`config.mk`:
```
export PLATFORM = sky130hd
export DESIGN_NAME = dmem_arbiter
export DESIGN_NICKNAME = d
export VERILOG_FILES = /design/src/rtl/dmem_arbiter.sv
export SDC_FILE = /design/constraint.sdc
export NUM_CORES = 1
export LEC_CHECK = 0
export ABC_CLOCK_PERIOD_IN_PS = 1500
export CAP_MARGIN = 20
export CORE_MARGIN = 4
export CORE_UTILIZATION = 34
export DETAILED_ROUTE_END_ITERATION = 12
export GPL_ROUTABILITY_DRIVEN = 0
export PLACE_DENSITY = 0.77
export SYNTH_ARGS = -nofsm -noshare
export SYNTH_HDL_FRONTEND = slang
export SYNTH_SLANG_ARGS = --single-unit
```
`constraint.sdc`:
```
create_clock -name clk -period 1.5 [get_ports clk]
set_input_delay 0.45 -clock clk [delete_from_list [all_inputs] [get_ports clk]]
set_output_delay 0.45 -clock clk [all_outputs]
set_load 0.03 [all_outputs]
```
`src/rtl/dmem_arbiter.sv`:
```
// Round-robin two-master arbiter and access sequencer in front of the word-addressed
// DataMemory; one memory access per grant with registered strobes, read data and ack.
module dmem_arbiter #(
    parameter int DEPTH  = 256,
    parameter int DATA_W = 32
) (
    input  logic              clk,
    input  logic              rst_n,
    input  logic              m0_req,
    input  logic              m0_we,
    input  logic [31:0]       m0_addr,
    input  logic [DATA_W-1:0] m0_wdata,
    output logic              m0_ack,
    output logic [DATA_W-1:0] m0_rdata,
    output logic              m0_err,
    input  logic              m1_req,
    input  logic              m1_we,
    input  logic [31:0]       m1_addr,
    input  logic [DATA_W-1:0] m1_wdata,
    output logic              m1_ack,
    output logic [DATA_W-1:0] m1_rdata,
    output logic              m1_err,
    output logic              mem_read,
    output logic              mem_write,
    output logic [31:0]       mem_addr,
    output logic [DATA_W-1:0] mem_wdata,
    input  logic [DATA_W-1:0] mem_rdata
);

    typedef enum logic [1:0] {
        IDLE   = 2'd0,
        ACCESS = 2'd1,
        RESP   = 2'd2
    } state_t;

    localparam logic [29:0] WORD_LIMIT = 30'(DEPTH);

    state_t            state;
    logic              last_grant;
    logic              cur_id;
    logic              cur_we;
    logic              cur_err;

    logic              elig0;
    logic              elig1;
    logic              grant_valid;
    logic              grant_id;
    logic              sel_we;
    logic [31:0]       sel_addr;
    logic [DATA_W-1:0] sel_wdata;
    logic              sel_err;
    logic [DATA_W-1:0] resp_rdata;

    // The master currently being acknowledged is masked so the other one gets the next slot.
    always_comb begin
        elig0       = m0_req && !((state == RESP) && (cur_id == 1'b0));
        elig1       = m1_req && !((state == RESP) && (cur_id == 1'b1));
        grant_valid = elig0 || elig1;
        if (elig0 && elig1) begin
            grant_id = ~last_grant;
        end else begin
            grant_id = elig1;
        end
        sel_we    = grant_id ? m1_we    : m0_we;
        sel_addr  = grant_id ? m1_addr  : m0_addr;
        sel_wdata = grant_id ? m1_wdata : m0_wdata;
        sel_err   = (sel_addr[1:0] != 2'b00) || (sel_addr[31:2] >= WORD_LIMIT);
    end

    assign resp_rdata = (cur_we || cur_err) ? '0 : mem_rdata;

    // Strobes and responses are single-cycle pulses, so every output defaults to 0 each edge.
    always_ff @(posedge clk or negedge rst_n) begin
        if (!rst_n) begin
            state      <= IDLE;
            last_grant <= 1'b1;
            cur_id     <= 1'b0;
            cur_we     <= 1'b0;
            cur_err    <= 1'b0;
            m0_ack     <= 1'b0;
            m0_rdata   <= '0;
            m0_err     <= 1'b0;
            m1_ack     <= 1'b0;
            m1_rdata   <= '0;
            m1_err     <= 1'b0;
            mem_read   <= 1'b0;
            mem_write  <= 1'b0;
            mem_addr   <= '0;
            mem_wdata  <= '0;
        end else begin
            m0_ack    <= 1'b0;
            m0_rdata  <= '0;
            m0_err    <= 1'b0;
            m1_ack    <= 1'b0;
            m1_rdata  <= '0;
            m1_err    <= 1'b0;
            mem_read  <= 1'b0;
            mem_write <= 1'b0;
            mem_addr  <= '0;
            mem_wdata <= '0;
            case (state)
                IDLE, RESP: begin
                    if (grant_valid) begin
                        state      <= ACCESS;
                        cur_id     <= grant_id;
                        last_grant <= grant_id;
                        cur_we     <= sel_we;
                        cur_err    <= sel_err;
                        mem_read   <= !sel_we && !sel_err;
                        mem_write  <= sel_we && !sel_err;
                        mem_addr   <= sel_addr;
                        mem_wdata  <= sel_wdata;
                    end else begin
                        state <= IDLE;
                    end
                end
                ACCESS: begin
                    state <= RESP;
                    if (cur_id) begin
                        m1_ack   <= 1'b1;
                        m1_err   <= cur_err;
                        m1_rdata <= resp_rdata;
                    end else begin
                        m0_ack   <= 1'b1;
                        m0_err   <= cur_err;
                        m0_rdata <= resp_rdata;
                    end
                end
                default: state <= IDLE;
            endcase
        end
    end

endmodule

```
==> flow_metrics.py <==
metrics = {
    "detailed_routing": {
        "vias": 4904,
        "dr.pass1.iters": 4,
        "wl_um": 18100,
        "drc": 0,
        "antenna_left": 0,
        "vias_per_cell": 4.87,
        "drtIter0Drc": 201,
        "wl_per_cell_um": 17.9,
    },
    "sta": {
        "worst_pin_slew_ns": 0.318,
        "hold_viol": 0,
        "finClkSkew_ns": 0.00627,
        "setup_viol": 6,
        "period_share": 1.02,
        "fin_ws_ns": -0.0304,
        "fmax_mhz": 653,
        "rsz0062_at_grt": "true",
        "min_period_ns": 1.53,
        "slew_headroom": 0.788,
        "drv_slew": 0,
        "holdWs_ns": 0.338,
    },
    "clock_network": {
        "cts.sinks": 140,
        "htree_num_levels": 4,
        "cts-root-buf": "clkbuf_16",
        "clk_latency_ns": 0.41,
        "clockBufferDepth": 2,
        "numCtsBuffers": 17,
        "cts.clk_slew.worst_paths_ns": 0.06,
        "cts_tree": "built",
    },
    "placement": {
        "place_ws_ns": -0.636,
        "place.port_buffers": 299,
        "dp_hpwl_um": 12800,
    },
    "synth": {
        "synth-async-reset-ratio": 1.00,
        "netlist.area_leader.share": 0.667,
        "seq_area_frac_synth": 0.672,
        "synth_ff_type": "dfrtp_1",
        "synth_edf_count": 0,
        "synth-seq-cells": 140,
        "syn_nets": 645,
        "synth.yosys.warnings": 0,
        "yosysUniqueCellTypes": 30,
        "synth.area.top_cells": "dfrtp_1 (67%), nand2_1 (9.5%), and3_1 (7.8%)",
        "yosysTopAreaCell": "dfrtp_1",
        "syn_area_um2": 5220,
        "syn_avg_cell_area_um2": 10.9,
        "synthCells": 479,
    },
    "worst_setup_path": {
        "worstSetupEndpointType": "register",
        "cp_slowest_cell": "dfrtp_2",
        "crit_family": "flip-flops",
        "critPathBufInv": 1,
        "cp_cell_sequence": "and2b_4, o211ai_4, buf_12, mux2i_1, a211oi_1",
        "cp_max_fo": 11,
        "slowest_delay_ns": 0.44,
        "timing_worst_setup_path_type": "reg -> reg",
        "required_ns": 1.78,
        "critPathArrivalTime_ns": 1.81,
        "start_kind": "register",
    },
    "flow_run": {
        "maxCapViolations": 0,
    },
    "global_routing": {
        "overflow": 0,
        "antenna_found_initial": 1,
        "grt_max_degree": 65,
        "grt_pass1_vias": 4883,
        "grt_usage": 0.197,
        "grt_pass1_wl_um": 26900,
    },
    "floorplanning": {
        "die_w_um": 132,
        "die_height_um": 132,
        "core_um2": 15100,
        "start_util": 0.346,
        "ioPinCount": 300,
        "dieArea_um2": 17400,
        "row_count": 45,
    },
    "final_layout": {
        "drive_gt1_frac": 0.332,
        "area_growth_pct": 82.3,
        "fin_nets": 973,
    },
    "power": {
        "p_leak_nw": 4.83,
        "irDropWorstVdd_uv": 880,
        "power_density_nw_per_um2": 1670,
    },
    "min_path": {
        "min_path_type": "in -> reg",
    },
    "status": {
        "failed_checks": "negative setup slack",
        "status": "finished, violations left",
    },
}
==> cell families after synthesis <==
family,after synthesis,share of synthesized area
flip-flops,140,0.672
AND/OR/NAND/NOR,228,0.218
AO/OA/AOI/OAI,74,0.0791
multiplexers,2,0.00384
buffers and inverters,35,0.0278
==> power by group <==
part,internal (mW),switching (mW),total (mW)
Clock,2.45,1.59,4.04
Sequential,4.58,0.385,4.96
Combinational,2.94,3.94,6.88
Total,9.97,5.91,15.9
==> final timing paths <==
kind	from	to	slack [ns]	cells past startpoint
worst max-delay path	state[1]	mem_write	-0.03	5
worst min-delay path	m1_addr[25]	mem_addr[25]	0.34	3
worst max register to register	state[1]	mem_write	-0.03	5
worst min register to register	last_grant	last_grant	0.49	2
max in group asynchronous	rst_n	mem_wdata[3]	0.48	3
min in group asynchronous	rst_n	mem_wdata[18]	0.50	2
==> layer usage <==
layer | part of all wire | global-route usage
met3 | 0.086 | 0.0786
met1 | 0.39 | 0.230
met2 | 0.49 | 0.324
met5 | 0 | 0
met4 | 0.030 | 0.0811
==> synthesized netlist by cell type (2+ instances only) <==
library cell	n
a211oi_1	2
a21oi_1	64
and2_1	3
and3_1	65
and4_1	2
buf_2	8
clkbuf_1	24
dfrtp_1	139
inv_1	2
mux2i_1	2
nand2_1	132
nand3_1	4
nand3b_1	3
nor2_1	2
nor3_1	3
nor4_1	6
nor4_4	2
o21ai_0	2
or3_1	2
or4_4	2
==> cell usage in the layout, fill, tap and decap left out, types with 2 or more instances in the layout <==
master,count
nand2_2,6
bufinv_16,2
buf_2,98
clkinv_2,3
or3_4,2
clkbuf_16,19
buf_6,2
nand2_1,126
nor4_4,2
inv_1,2
clkinv_4,2
dfrtp_1,138
dlygate4sd2_1,12
or4_4,2
nor4_1,2
dlymetal6s2s_1,2
buf_4,26
nor3_1,2
nand3b_1,3
and2_1,3
inv_6,2
and3_1,65
nand3_1,4
and4_4,2
o21ai_0,2
mux2i_1,2
clkinvlp_4,3
nor4_2,4
a21oi_2,36
clkdlybuf4s50_1,150
a21oi_1,28
buf_12,46
==> registers in the layout, summed over array words and instances, names as in the netlist <==
name        cells
cur_err         1
cur_id          1
cur_we          1
last_grant      1
m0_ack          1
m0_err          1
m0_rdata       32
m1_ack          1
m1_err          1
m1_rdata       32
mem_addr       32
mem_read        1
mem_wdata      32
mem_write       1
state           2
==> repair_timing <==
| action | in CTS | in global routing |
|---|---|---|
| cloned | 2 | 2 |
| setup buffers | 4 | 1 |
| gates resized for setup | 517 | 51 |
| endpoints found under the hold margin | 24 | 0 |
| endpoints found under the setup margin | 146 | 59 |
| hold buffers | 1 | 0 |
| pin swaps | 12 | 7 |
==> layout make-up <==
cell class | count | area [µm²]
Antenna cell | 1 | 2.50
Clock inverter | 13 | 144
Fill cell | 1223 | 5580
Timing Repair Buffer | 341 | 3370
Sequential cell | 140 | 3510
Tap cell | 188 | 235
Inverter | 2 | 7.51
Multi-Input combinational cell | 305 | 1820
Clock buffer | 18 | 429
==> tightest hold or removal path, cell delays in order <==
cell and delay, ns:
dlymetal6s2s_1 0.13, nand2_1 0.07, a21oi_2 0.05
==> through the flow <==
stage          cell area, µm²  power [mW]  TNS, ns  instances   util
6_report                 9510        15.9   -0.118       1008  0.630
5_1_grt                  9510        16.6    -2.16       1007  0.630
4_1_cts                  9270        15.6        0       1004  0.614
3_5_place_dp             9020        11.7   -34.16        966  0.598
3_3_place_gp             9020        11.6   -32.69        966  0.598
2_1_floorplan            5220        7.95   -0.245        479      -
Note: power is estimated with default switching activity, not from simulation.
==> variant 1: new RTL, same settings <==
Reset style: synchronous (`rst_n`), changed in one clocked block.
--- a/src/rtl/dmem_arbiter.sv
+++ b/src/rtl/dmem_arbiter.sv
@@ -70,7 +70,7 @@
     assign resp_rdata = (cur_we || cur_err) ? '0 : mem_rdata;
 
     // Strobes and responses are single-cycle pulses, so every output defaults to 0 each edge.
-    always_ff @(posedge clk or negedge rst_n) begin
+    always_ff @(posedge clk) begin
         if (!rst_n) begin
             state      <= IDLE;
             last_grant <= 1'b1;
Behaviour: differs if rst_n is asserted again (counterexample within 4 cycles, from zero or initial values and one cycle with rst_n low); with rst_n held inactive, the same outputs for 4 cycles.
==> variant 1 against the original RTL <==
- the flow still finishes with violations (negative setup slack)
- worst setup slack better by 9.7 ps
- global-route usage rose by 2.2 points
- highest routed layer unchanged
- synthesized area is 14% lower
- sequential cell count stayed put
- count of clock-buffer cells in the layout unchanged
- routed wire length down 3.3%
- critical endpoint is now cur_err
- final area down 7.8%
- hold slack got worse by 6.5 ps
Power is not compared: it rests on default switching activity, and its combinational part moved more than twofold at a synthesized area within 25%.
==> variant 1: results (changes against the original RTL) <==
{| class="wikitable"
! Metric !! Value
|-
| Outcome || complete, but fails checks
|-
| Violations in the final reports || negative setup slack
|-
| Crit path setup slack, layout || -20.6 ps (+9.75 ps)
|-
| Leading cell types by count after synthesis || 140 x sky130_fd_sc_hd__dfxtp_1, 134 x sky130_fd_sc_hd__nand2_1, 66 x sky130_fd_sc_hd__a21oi_1
|-
| Total routed wirelength || 17.5 mm (-3.3%)
|-
| Number of hold violations in the final report || 0 (unchanged)
|-
| Cell variety after synth || 30 (unchanged)
|-
| Min-Delay Path Class || input port to register
|-
| Worst clock skew on the final layout || 3.86 ps (-2.41 ps)
|-
| Synthesized net count || 649 (+0.62%)
|-
| Nets || 974 (+0.10%)
|-
| Vias in the first global route || 5044 (+3.3%)
|-
| CTS clock-pin slew for the worst setup and hold paths || 60 ps (about the same)
|-
| Longest individual stage delay on the worst path || 540 ps (+100 ps)
|-
| Synth-to-layout area growth || 94.6%
|-
| Share of flip-flops with an asynchronous set or reset after synthesis || 0% (-100 points)
|-
| Filler cells || 962 (-21%)
|-
| Global-route wire length before repair || 25.4 mm (-5.4%)
|-
| Slew at the pin with the worst max-slew slack || 316 ps (-1.40 ps)
|-
| H-Tree Level Count || 4 (unchanged)
|-
| Sequential element share of the synthesized area || 62.2% (-5.0 points)
|-
| Largest delay contributor family on the critical path || simple AND/OR/NAND/NOR gates
|-
| Final HPWL DP || 12.4 mm (-3.5%)
|-
| Clock buffer depth || 2 (unchanged)
|-
| Count of routing violations after the opening detailed-route iteration || 313 (+56%)
|-
| Global-route usage over all layers || 21.9% (+2.2 points)
|-
| Inserted Clock Buffers || 17 (unchanged)
|-
| Summed negative setup slack over all endpoints || -20.6 ps (+97.7 ps)
|-
| Insertion delay of the later-clocked pin in the worst-skew pair || 410 ps (about the same)
|-
| Cell area after placement || 0.00817 mm2 (-9.4%)
|-
| Dominant cells by area after synthesis || sky130_fd_sc_hd__dfxtp_1 62%, sky130_fd_sc_hd__nand2_1 11%, sky130_fd_sc_hd__and3_1 9.0%, sky130_fd_sc_hd__a21oi_1 7.3%, sky130_fd_sc_hd__buf_2 1.7%
|-
| Detailed-routing iteration count for the pre-antenna-repair pass || 4 (unchanged)
|-
| Fraction of layout instances using a drive strength above 1 || 28.7% (-4.6 points)
|-
| Leakage || between 3 and 4 nW
|-
| WP data arrival || roughly 1800 ps
|-
| IR drop worst, VDD || between 0.6 and 0.7 mV
|-
| Number of setup violations in the final report || 1 (-5)
|-
| Root buffer selected by CTS || sky130_fd_sc_hd__clkbuf_16
|-
| Antenna cells || 0 (-1)
|-
| Mean number of vias per cell || 4.82 (-0.83%)
|-
| Number of port buffers || 299 (unchanged)
|-
| Ys Warns || 0 (unchanged)
|-
| Peak fanout along the critical path || 3 (-8)
|-
| Maximum number of pins on one net before global-route repair || 65 (unchanged)
|-
| Antenna violations before repair || 0 (-1)
|-
| Slowest cell on the critical path || sky130_fd_sc_hd__or4_4
|-
| Net switching power || 0.00259 W
|}
## variant 1: cell count changes in the layout (fill, tap and decap cells not counted), sizes merged, moves of 6 or more
| cell | change |
|---|---|
| buf | -49 |
| dfxtp | +140 |
| clkdlybuf4s18 | +11 |
| dfrtp | -139 |
| clkdlybuf4s15 | +38 |
| dlygate4sd2 | -6 |
## variant 1: stage by stage
| step | instances | worst slack, ps | hold slack (ps) |
|---|---|---|---|
| 6_report | 992 | -20.6 | 331 |
| 5_1_grt | 992 | -69.6 | 318 |
| 3_5_place_dp | 956 | -539 | 475 |
| 2_1_floorplan | 483 | -21.0 | 453 |
| 4_1_cts | 988 | 0.334 | 413 |
| 3_3_place_gp | 956 | -480 | 476 |
## variant 1: tightest hold or removal path: stages
cell                             delay, ps
sky130_fd_sc_hd__dlymetal6s2s_1        130
sky130_fd_sc_hd__nand2_1                60
sky130_fd_sc_hd__a21oi_1                50
## variant 1: power by group through the flow
stage	Combinational [W]	Sequential, W	Clock, W
2_1_floorplan	0.000415	0.00432	0
3_3_place_gp	0.00176	0.00403	0
3_5_place_dp	0.00179	0.00404	0
4_1_cts	0.00178	0.00396	0.00466
5_1_grt	0.00192	0.00397	0.00484
6_report	0.00181	0.00396	0.00461
## variant 1: path summary, 6_finish.rpt
path | start | end | slack, ps | cells past startpoint
max | m0_addr[13] | cur_err | -20 | 5
min | m1_addr[24] | mem_addr[24] | 330 | 3
max reg2reg | state[0] | mem_read | 50 | 6
min reg2reg | last_grant | last_grant | 510 | 2
## variant 1: repair_timing
item / 4_1_cts / 5_1_grt
gates cloned: 0 / 2
resized for setup: 378 / 138
setup buffers: 1 / 2
pin swaps: 9 / 8
endpoints found under the setup margin: 128 / 153
## variant 1: area by class of cell
class | count | area share [%]
clock buffer | 18 | 5.01
clock inverter | 13 | 2.46
inverter | 3 | 0.128
multi-input combinational | 306 | 19.1
sequential | 140 | 32.0
tap | 172 | 2.46
timing repair buffer | 340 | 38.8
## variant 1: logic make-up after synthesis
kind of cell           share of synthesized area, %
muxes                                         0.222
and+or+nand+nor                                24.6
buffers and inverters                          3.67
AOI/OAI and AO/OA                              9.33
DFF                                            62.2
## variant 1: layer usage
layer / global-route usage (%) / vias up / routed length (um)
li1: - / 2279 / -
met1: 21.5 / 2183 / 6060
met2: 40.5 / 278 / 8990
met3: 7.69 / 46 / 1720
met4: 10.8 / 0 / 722
met5: 0 / - / 0
==> variant 2: new RTL, same settings <==
Made on the original files. `DATA_W`: 32 -> 48.
--- a/src/rtl/dmem_arbiter.sv
+++ b/src/rtl/dmem_arbiter.sv
@@ -2,7 +2,7 @@
 // DataMemory; one memory access per grant with registered strobes, read data and ack.
 module dmem_arbiter #(
     parameter int DEPTH  = 256,
-    parameter int DATA_W = 32
+    parameter int DATA_W = 48
 ) (
     input  logic              clk,
     input  logic              rst_n,
Ports: changed (6 resized); port bits go from 300 to 396. The function was not compared with the original's and may differ.
==> variant 2 against the original RTL <==
- the flow still finishes with violations (negative setup slack)
- maximum frequency fell by 2.1%
- routed wire length rose by 38%
- power rose by 17%
- largest power group unchanged
- sequential cell count rose by 48
- worst setup slack got worse by 33 ps
- synthesized area rose by 32%
- clock power rose by 12%
- final area rose by 33%
==> variant 2: results (changes against the original RTL) <==
{| class="wikitable"
! Metric !! Value
|-
| Slew at the pin with the worst max-slew slack || 386 ps (+68.5 ps)
|-
| Final HPWL DP || 17.9 mm (+40%)
|-
| Global-route wire length before repair || 35.4 mm (+32%)
|-
| Outcome || complete, but fails checks
|-
| Number of setup violations in the final report || 12 (+6)
|-
| Hold path start || m1_addr[20]
|-
| Post-CTS setup repair buffer count || 2 (-2)
|-
| WP data arrival || 1890 ps (+80 ps)
|-
| Fraction of layout instances using a drive strength above 1 || 32.0% (-1.2 points)
|-
| Count of routing violations after the opening detailed-route iteration || 270 (+34%)
|-
| Antenna violations before repair || 0 (-1)
|-
| Synthesized net count || 834 (+29%)
|-
| Crit. Startpoint || m0_addr[20]
|-
| Pre-CTS worst setup slack || -691 ps (-55.4 ps)
|-
| Crit path setup slack, layout || -62.9 ps (-32.5 ps)
|-
| Worst clock skew on the final layout || 16.6 ps (+10.3 ps)
|-
| Fraction of synthesized area in multiplexers || 0.292% (-0.092 points)
|-
| Insertion delay of the later-clocked pin in the worst-skew pair || 430 ps (+20 ps)
|-
| Routed via count || 6351 (+30%)
|-
| IR drop worst, VDD || 0.700 mV (-20%)
|-
| Total routed wirelength || 25.0 mm (+38%)
|-
| CTS-repair resized insts || 590 (+14%)
|-
| Post-Synthesis Cells || 620 (+29%)
|-
| Global-route usage over all layers || 20.6% (+0.90 points)
|-
| Leakage || 6.48 nW (+34%)
|-
| Launch instance of the worst register-to-register path || last_grant
|-
| Violations in the final reports || negative setup slack
|-
| Vias in the first global route || 6502 (+33%)
|-
| Complex-gate fraction of the synthesized area || 6.98% (-0.93 points)
|-
| Longest individual stage delay on the worst path || 550 ps (+110 ps)
|-
| CTS clock-pin slew for the worst setup and hold paths || 80 ps (+20 ps)
|-
| Peak fanout along the critical path || 2 (-9)
|-
| Worst-case hold path end point || mem_addr[20]
|}
[variant 2: changes by cell type after synthesis, sizes merged]
cell / before / now
a21oi: 64 / 80
a31o: 1 / 0
and2: 3 / 2
and2b: 1 / 0
and3: 65 / 97
buf: 9 / 20
clkbuf: 24 / 27
dfrtp: 139 / 187
nand2: 132 / 164
nand3: 4 / 2
nand4: 0 / 2
nor2b: 0 / 1
o211a: 1 / 2
[variant 2: through the flow]
| step | total power, W | setup TNS, ps | cell area [um2] | utilization (%) |
|---|---|---|---|---|
| after global placement | 0.0136 | -37540 | 12100 | 61.8 |
| after floorplan | 0.00928 | -164 | 6870 | - |
| after detailed placement | 0.0136 | -38940 | 12100 | 61.8 |
| after global routing | 0.0195 | -3830 | 12700 | 64.4 |
| final | 0.0186 | -182 | 12700 | 64.4 |
| after CTS | 0.0183 | -521 | 12400 | 63.2 |
[variant 2: final cells by class]
type | instances | share of cell area [%]
Multi-Input combinational cell | 383 | 17.4
Antenna cell | 1 | 0.0198
Clock buffer | 18 | 3.47
Clock inverter | 14 | 1.36
Inverter | 2 | 0.0593
Sequential cell | 188 | 37.2
Tap cell | 265 | 2.62
Timing Repair Buffer | 456 | 37.8
[variant 2: routing by layer]
metal,vias to the layer above,GRT usage (%),part of all wire (%)
met5,-,0,0
met4,0,7.32,2.6
met3,46,7.80,9.0
met2,313,36.3,52
met1,3058,22.7,37
li1,2934,-,-
[variant 2: power breakdown]
| group | total, W | internal, W | switching (W) |
|---|---|---|---|
| combinational | 0.00783 | 0.00362 | 0.00421 |
| sequential | 0.00626 | 0.00585 | 0.000412 |
| clock | 0.00453 | 0.00230 | 0.00223 |
[variant 2: worst max-delay path: cells and delay by family]
kind	cells	cell delay [ps]
and+or+nand+nor	2	830
buffers and inverters	1	250
AOI/OAI and AO/OA	1	220
muxes	1	150
